$ cat src/rtl/int_mul_wb_pkg.sv
// Shared types and constants for the integer multiply writeback stage.
//   int_mul_lane_t : ex1 multiply-lane metadata from issue
//   mul_wb_entry_t : one finished result waiting for the CDB
package int_mul_wb_pkg;

  localparam int DATA_LEN     = 32;
  localparam int ROB_TAG_LEN  = 6;
  localparam int PRF_ADDR_LEN = 7;

  // source operand indices into int_mul_lane_t.src
  localparam int RS_1 = 0;
  localparam int RS_2 = 1;

  // RV32M decode (OP opcode, funct7 = 0000001)
  localparam logic [2:0] MUL_FUNC3    = 3'b000;
  localparam logic [2:0] MULH_FUNC3   = 3'b001;
  localparam logic [2:0] MULHSU_FUNC3 = 3'b010;
  localparam logic [2:0] MULHU_FUNC3  = 3'b011;

  typedef struct packed {
    logic                          valid;
    logic [2:0]                    func3;
    logic [1:0][DATA_LEN-1:0]      src;
    logic [ROB_TAG_LEN-1:0]        rob_tag;
    logic [PRF_ADDR_LEN-1:0]       pdst;
  } int_mul_lane_t;

  typedef struct packed {
    logic [DATA_LEN-1:0]     data;
    logic [ROB_TAG_LEN-1:0]  rob_tag;
    logic [PRF_ADDR_LEN-1:0] pdst;
  } mul_wb_entry_t;

endpackage

$ cat src/rtl/mul_rslt_fifo.sv
// Result FIFO for the multiply writeback stage.
//   clk/rst : clock, async active-high reset (storage resets to 0)
//   clr     : synchronous clear, beats push/pop
//   push/wdata, pop/rdata : write and head-of-queue read (no bypass)
//   full/empty/count      : occupancy from extra-MSB pointers
module mul_rslt_fifo #(
  parameter int  DEPTH   = 4,
  parameter type entry_t = int_mul_wb_pkg::mul_wb_entry_t
) (
  input  logic                   clk,
  input  logic                   rst,
  input  logic                   clr,
  input  logic                   push,
  input  entry_t                 wdata,
  input  logic                   pop,
  output entry_t                 rdata,
  output logic                   full,
  output logic                   empty,
  output logic [$clog2(DEPTH):0] count
);
  localparam int AW = $clog2(DEPTH);

  entry_t        mem [DEPTH];
  logic [AW:0]   wr_ptr, rd_ptr;

  always_ff @(posedge clk or posedge rst) begin
    if (rst) begin
      wr_ptr <= '0;
      rd_ptr <= '0;
      for (int i = 0; i < DEPTH; i++) mem[i] <= '0;
    end else if (clr) begin
      wr_ptr <= '0;
      rd_ptr <= '0;
    end else begin
      if (push && !full) begin
        mem[wr_ptr[AW-1:0]] <= wdata;
        wr_ptr              <= wr_ptr + 1'b1;
      end
      if (pop && !empty) rd_ptr <= rd_ptr + 1'b1;
    end
  end

  assign rdata = mem[rd_ptr[AW-1:0]];
  assign empty = (wr_ptr == rd_ptr);
  // same slot, different lap
  assign full  = (wr_ptr[AW] != rd_ptr[AW]) && (wr_ptr[AW-1:0] == rd_ptr[AW-1:0]);
  assign count = wr_ptr - rd_ptr;

endmodule

$ cat src/rtl/int_mul_wb.sv
// Integer multiply writeback: ex2 result select / sign correction,
// result FIFO, CDB req/gnt and issue back-pressure.
//   int_mul_lane_info_ex1 / mul_ready_ex1 : ex1 issue and credit
//   mul_prod_ex2 : unsigned 2N-bit product, one cycle after ex1
//   flush        : drop everything in flight and buffered
//   cdb_*        : head-of-FIFO result, held while req && !gnt
module int_mul_wb #(
  parameter int DATA_LEN     = int_mul_wb_pkg::DATA_LEN,
  parameter int DEPTH        = 4,
  parameter int ROB_TAG_LEN  = int_mul_wb_pkg::ROB_TAG_LEN,
  parameter int PRF_ADDR_LEN = int_mul_wb_pkg::PRF_ADDR_LEN
) (
  input  logic                          clk,
  input  logic                          rst,
  input  int_mul_wb_pkg::int_mul_lane_t int_mul_lane_info_ex1,
  output logic                          mul_ready_ex1,
  input  logic [2*DATA_LEN-1:0]         mul_prod_ex2,
  input  logic                          flush,
  output logic                          cdb_req,
  input  logic                          cdb_gnt,
  output logic [DATA_LEN-1:0]           cdb_data,
  output logic [ROB_TAG_LEN-1:0]        cdb_rob_tag,
  output logic [PRF_ADDR_LEN-1:0]       cdb_pdst
);
  import int_mul_wb_pkg::*;

  localparam int CW = $clog2(DEPTH) + 1;

  logic                    ex2_vld;
  logic [2:0]              ex2_func3;
  logic                    ex2_a_s, ex2_b_s;
  logic [DATA_LEN-1:0]     ex2_src1, ex2_src2;
  logic [ROB_TAG_LEN-1:0]  ex2_rob_tag;
  logic [PRF_ADDR_LEN-1:0] ex2_pdst;

  logic [CW-1:0]           fifo_count;
  logic                    fifo_full, fifo_empty;
  logic [CW:0]             credit_used;
  logic                    accept;
  mul_wb_entry_t           wr_entry, head;

  logic [DATA_LEN-1:0]     hi, lo, corr_a, corr_b, rslt;

  // A pop in the same cycle is not credited back: keeps ready off the gnt path.
  assign credit_used   = {1'b0, fifo_count} + {{CW{1'b0}}, ex2_vld};
  assign mul_ready_ex1 = (credit_used < (CW+1)'(DEPTH));
  assign accept        = mul_ready_ex1 && int_mul_lane_info_ex1.valid;

  always_ff @(posedge clk or posedge rst) begin
    if (rst) begin
      ex2_vld     <= 1'b0;
      ex2_func3   <= '0;
      ex2_a_s     <= 1'b0;
      ex2_b_s     <= 1'b0;
      ex2_src1    <= '0;
      ex2_src2    <= '0;
      ex2_rob_tag <= '0;
      ex2_pdst    <= '0;
    end else if (flush) begin
      ex2_vld     <= 1'b0;
    end else begin
      ex2_vld <= accept;
      if (accept) begin
        ex2_func3   <= int_mul_lane_info_ex1.func3;
        ex2_a_s     <= int_mul_lane_info_ex1.src[RS_1][DATA_LEN-1];
        ex2_b_s     <= int_mul_lane_info_ex1.src[RS_2][DATA_LEN-1];
        ex2_src1    <= int_mul_lane_info_ex1.src[RS_1];
        ex2_src2    <= int_mul_lane_info_ex1.src[RS_2];
        ex2_rob_tag <= int_mul_lane_info_ex1.rob_tag;
        ex2_pdst    <= int_mul_lane_info_ex1.pdst;
      end
    end
  end

  // Signed high words from the unsigned product: a negative operand's
  // two's-complement reading adds 2^N * other_operand, which is removed here.
  always_comb begin
    hi     = mul_prod_ex2[2*DATA_LEN-1:DATA_LEN];
    lo     = mul_prod_ex2[DATA_LEN-1:0];
    corr_a = ex2_a_s ? ex2_src2 : '0;
    corr_b = ex2_b_s ? ex2_src1 : '0;
    rslt   = lo;
    case (ex2_func3)
      MUL_FUNC3:    rslt = lo;
      MULH_FUNC3:   rslt = hi - corr_a - corr_b;
      MULHSU_FUNC3: rslt = hi - corr_a;
      MULHU_FUNC3:  rslt = hi;
      default:      rslt = lo;
    endcase
  end

  assign wr_entry = '{data: rslt, rob_tag: ex2_rob_tag, pdst: ex2_pdst};

  mul_rslt_fifo #(.DEPTH(DEPTH), .entry_t(mul_wb_entry_t)) u_fifo (
    .clk   (clk),
    .rst   (rst),
    .clr   (flush),
    .push  (ex2_vld),
    .wdata (wr_entry),
    .pop   (cdb_req && cdb_gnt),
    .rdata (head),
    .full  (fifo_full),
    .empty (fifo_empty),
    .count (fifo_count)
  );

  assign cdb_req     = !fifo_empty;
  assign cdb_data    = head.data;
  assign cdb_rob_tag = head.rob_tag;
  assign cdb_pdst    = head.pdst;

endmodule

$ cat config.mk
export PLATFORM = sky130hd
export DESIGN_NAME = int_mul_wb
export DESIGN_NICKNAME = d
export VERILOG_FILES = /design/src/rtl/int_mul_wb_pkg.sv /design/src/rtl/mul_rslt_fifo.sv /design/src/rtl/int_mul_wb.sv
export SDC_FILE = /design/constraint.sdc
export NUM_CORES = 1
export LEC_CHECK = 0
export ABC_AREA = 1
export CORE_ASPECT_RATIO = 1.5
export CORE_MARGIN = 4
export CORE_UTILIZATION = 31
export CTS_CLUSTER_DIAMETER = 80
export DETAILED_ROUTE_END_ITERATION = 6
export PLACE_DENSITY_LB_ADDON = 0.12
export SETUP_SLACK_MARGIN = 0.1
export SLEW_MARGIN = 5
export SYNTH_ARGS = -nofsm -noshare
export SYNTH_HDL_FRONTEND = slang
export SYNTH_SLANG_ARGS = --single-unit
$ cat constraint.sdc
create_clock -name clk -period 8.8 [get_ports clk]
set_clock_uncertainty 0.1 [all_clocks]
set_input_delay 1.76 -clock clk [delete_from_list [all_inputs] [get_ports clk]]
set_output_delay 1.76 -clock clk [all_outputs]
set_load 0.02 [all_outputs]
==> results.sh <==
export IMPL_power_share_switching_pct=49.9
export IMPL_cts_path_max_buffers=3
export IMPL_power_share_clock_pct=16.0
export IMPL_postSynthCellCount=2368
export IMPL_cap_viol_max_count=0
export IMPL_fin_hold_viols=0
export IMPL_syn_avg_cell_area_um2=7.04
export IMPL_worst_ir_drop_vdd_v=0.000214
export IMPL_dpl_hpwl_mm=45.7
export IMPL_worstPathMaxFanout=5
export IMPL_crit_required_ns=9.15
export IMPL_route_antenna_remaining_nets=0
export IMPL_antenna_diode_count=0
export IMPL_max_clock_freq_mhz=171
export IMPL_seq_power_share_pct=23.5
export IMPL_yosys_warnings=0
export IMPL_count_of_input_and_output_buffers=195
export IMPL_initial_utilization_pct=31.5
export IMPL_path_class="in2reg"
export IMPL_first_global_vias=16800
export IMPL_detail_route_vias_per_cell=5.06
export IMPL_rsz_0062_raised_after_global_routing="false"
export IMPL_synth_seq_cells=267
export IMPL_synth_main_ff_cell="sky130_fd_sc_hd__dfrtp_1"
export IMPL_synth_edf_count=0
export IMPL_tritoncts="built"
export IMPL_die_h_um=292
export IMPL_cellPowerDensity_nw_per_um2=394
export IMPL_finalCriticalPeriod_ns=5.86
export IMPL_fp_dieArea_um2=57600
export IMPL_pre_cts_slack_ns=2.42
export IMPL_drc_errors_left=0
export IMPL_route_vias_total=16300
export IMPL_setup_ws_ns=2.94
export IMPL_wl_per_cell_um=19.6
export IMPL_grt_start_max_net_pins=172
export IMPL_pwr_share_comb_pct=60.5
export IMPL_number_of_cts_inserted_buffers=29
export IMPL_detailedRoute_firstIterationViolations=1005
export IMPL_slew_violations=0
export IMPL_finalSetupTns_ns=0
export IMPL_power_leakage_nw=9.81
export IMPL_h_tree_depth=1
export IMPL_cts_root_buffer_cell="sky130_fd_sc_hd__clkbuf_16"
export IMPL_slew_headroom_pct=27.4
export IMPL_worstSkewPairLatency_ns=0.58
export IMPL_worst_slew_pin_slew_ns=1.09
export IMPL_grt_first_pass_wirelength_mm=97.0
export IMPL_wl_mm=63.1
export IMPL_timing_critical_path_from_type="input port"
export IMPL_setup_fix_bufs_post_cts=0
export IMPL_num_io_pins=196
export IMPL_hp_class="reg2reg"
export IMPL_synth_net_count=2589
export IMPL_place_congestion=0.929
export IMPL_critPathArrivalTime_ns=6.21
export IMPL_hold_ws_ns=0.372
export IMPL_synth_seq_area_share_pct=40.1
export IMPL_synth_cell_types=49
export IMPL_core_area_um2=53000
export IMPL_path_clk_slew_ns=0.06
export IMPL_power_switching_mw=3.97
export IMPL_post_route_cells_drive_above_1_share_pct=6.83
export IMPL_setup_viol_count_final=0
export IMPL_timing_critical_path_to_type="register"
export IMPL_ctsHoldBuffers=0
export IMPL_outcome="completed"
export IMPL_final_nets=2730
export IMPL_rows=103
export IMPL_async_reset_ff_share_pct=100
export IMPL_intPower_mw=3.99
export IMPL_grt_antenna_before_repair=0
export IMPL_numClockSinks=267
export IMPL_summed_instance_area_of_the_synthesized_netlist_um2=16700
export IMPL_cts_resized_gates=0
export IMPL_drt_pass1_iterations=6
export IMPL_overflow=0
export IMPL_total_global_routing_track_utilization_pct=21.3
export IMPL_crit_share_post_route_pct=66.6
export IMPL_synthToLayoutAreaGrowth_pct=21.2
export IMPL_chip_width_um=197
[worst max-delay path: stages]
cell	delay (ns)
sky130_fd_sc_hd__clkdlybuf4s50_1	0.49
sky130_fd_sc_hd__ha_1	0.40
sky130_fd_sc_hd__a21oi_2	0.22
sky130_fd_sc_hd__o21ai_1	0.17
sky130_fd_sc_hd__a21oi_2	0.36
sky130_fd_sc_hd__o21ai_2	0.11
sky130_fd_sc_hd__nand2_1	0.11
sky130_fd_sc_hd__nand2_1	0.07
sky130_fd_sc_hd__or2_1	0.23
sky130_fd_sc_hd__and2_1	0.14
sky130_fd_sc_hd__ha_1	0.40
sky130_fd_sc_hd__nand2_1	0.11
sky130_fd_sc_hd__inv_1	0.10
sky130_fd_sc_hd__nand2_1	0.11
sky130_fd_sc_hd__nor2_1	0.37
sky130_fd_sc_hd__nand3_1	0.24
sky130_fd_sc_hd__nand3_1	0.17
sky130_fd_sc_hd__a21oi_1	0.07
sky130_fd_sc_hd__o21ai_0	0.10
sky130_fd_sc_hd__nand4_1	0.25
sky130_fd_sc_hd__nand3_1	0.16
sky130_fd_sc_hd__nand2_1	0.07
[logic make-up (layout without fill, tap and decap cells)]
kind of cell,count (synthesis),in the layout,share of synthesized area (%)
DFF,267,267,40.1
xor gates and xnor gates,24,24,1.53
and+or+nand+nor,1430,1430,35.8
buffers and inverters,235,399,5.69
AOI/OAI and AO/OA,340,340,11.4
adders and majority gates,72,72,5.54
[area by class of cell]
cell class	instances	area (µm²)
clock buffer	45	856
clock inverter	9	133
fill	5654	32800
inverter	131	495
multi-input combinational	1866	9080
sequential	267	6680
tap	682	853
timing repair buffer	214	2110
[per-stage QoR]
| stage | util, % | cell area [µm²] | power (mW) | instances |
|---|---|---|---|---|
| 2_1_floorplan | - | 16700 | 4.95 | 2368 |
| 3_3_place_gp | 36.3 | 19200 | 6.71 | 3160 |
| 3_5_place_dp | 36.3 | 19200 | 6.70 | 3160 |
| 4_1_cts | 38.1 | 20200 | 8.02 | 3214 |
| 5_1_grt | 38.1 | 20200 | 8.61 | 3214 |
| 6_report | 38.1 | 20200 | 7.96 | 3214 |
[power groups by stage]
| stage | clock [mW] | sequential [mW] | combinational [mW] |
|---|---|---|---|
| global placement | 0 | 1.88 | 4.83 |
| detailed placement | 0 | 1.89 | 4.82 |
| finish | 1.27 | 1.87 | 4.82 |
| global route | 1.36 | 1.92 | 5.33 |
| CTS | 1.31 | 1.87 | 4.84 |
| floorplan | 0 | 1.82 | 3.13 |
[cell usage in the layout (no fill, tap or decap), types with 7 or more instances in the layout]
cell type / Yosys / layout
sky130_fd_sc_hd__a21oi_2: 8 / 8
sky130_fd_sc_hd__clkdlybuf4s50_1: 0 / 195
sky130_fd_sc_hd__o22ai_1: 45 / 45
sky130_fd_sc_hd__nor3_1: 13 / 12
sky130_fd_sc_hd__and2_1: 8 / 8
sky130_fd_sc_hd__o21bai_1: 8 / 8
sky130_fd_sc_hd__clkbuf_8: 0 / 7
sky130_fd_sc_hd__nand4_1: 20 / 20
sky130_fd_sc_hd__nand3b_1: 13 / 13
sky130_fd_sc_hd__a21oi_1: 85 / 85
sky130_fd_sc_hd__or2_2: 26 / 26
sky130_fd_sc_hd__o21ai_0: 163 / 163
sky130_fd_sc_hd__nand2_1: 978 / 975
sky130_fd_sc_hd__o21ai_1: 9 / 9
sky130_fd_sc_hd__clkbuf_16: 0 / 29
sky130_fd_sc_hd__nor2_1: 166 / 164
sky130_fd_sc_hd__ha_1: 69 / 69
sky130_fd_sc_hd__inv_2: 9 / 11
sky130_fd_sc_hd__inv_1: 121 / 118
sky130_fd_sc_hd__xor2_1: 14 / 14
sky130_fd_sc_hd__clkbuf_1: 71 / 9
sky130_fd_sc_hd__nand3_2: 7 / 7
sky130_fd_sc_hd__nand2_2: 19 / 22
sky130_fd_sc_hd__nand3_1: 158 / 157
sky130_fd_sc_hd__dfrtp_1: 267 / 266
sky130_fd_sc_hd__buf_4: 10 / 18
[cell usage after synthesis (all sizes together), types with 29 or more instances]
cell type	n	area [µm²]
dfrtp	267	6680
nand3	165	861
buf	33	190
clkbuf	71	267
o22ai	45	282
inv	130	488
or2	29	181
o21ai	175	895
nor2	172	666
ha	69	863
a21oi	94	512
nand2	998	3800
[state kept, by name, summed over array words and instances, names as in the netlist]
register	flops
u_fifo.rd_ptr	3
ex2_src1	31
u_fifo.mem	180
ex2_func3	3
ex2_rob_tag	6
ex2_vld	1
ex2_pdst	7
u_fifo.wr_ptr	3
ex2_src2	31
ex2_b_s	1
ex2_a_s	1
[per-layer routing]
metal | up-vias | track usage, % | wire length [µm]
li1 | 7932 | - | -
met1 | 7766 | 25.3 | 25200
met2 | 437 | 38.7 | 32300
met3 | 132 | 2.40 | 2660
met4 | 0 | 9.17 | 2980
met5 | - | 0 | 0
[path summary, 6_finish.rpt]
kind | from | end | slack (ns) | depth (start not counted)
min reg2reg | u_fifo.mem[12] | u_fifo.mem[12] | 0.37 | 2
max reg2reg | ex2_a_s | u_fifo.mem[133] | 3.82 | 25
max in group asynchronous | rst | ex2_src2[23] | 5.39 | 3
max | mul_prod_ex2[37] | u_fifo.mem[168] | 2.94 | 22
min in group asynchronous | rst | u_fifo.rd_ptr[2] | 1.67 | 2
min | u_fifo.mem[12] | u_fifo.mem[12] | 0.37 | 2
Note: power is estimated with default switching activity, not from simulation.
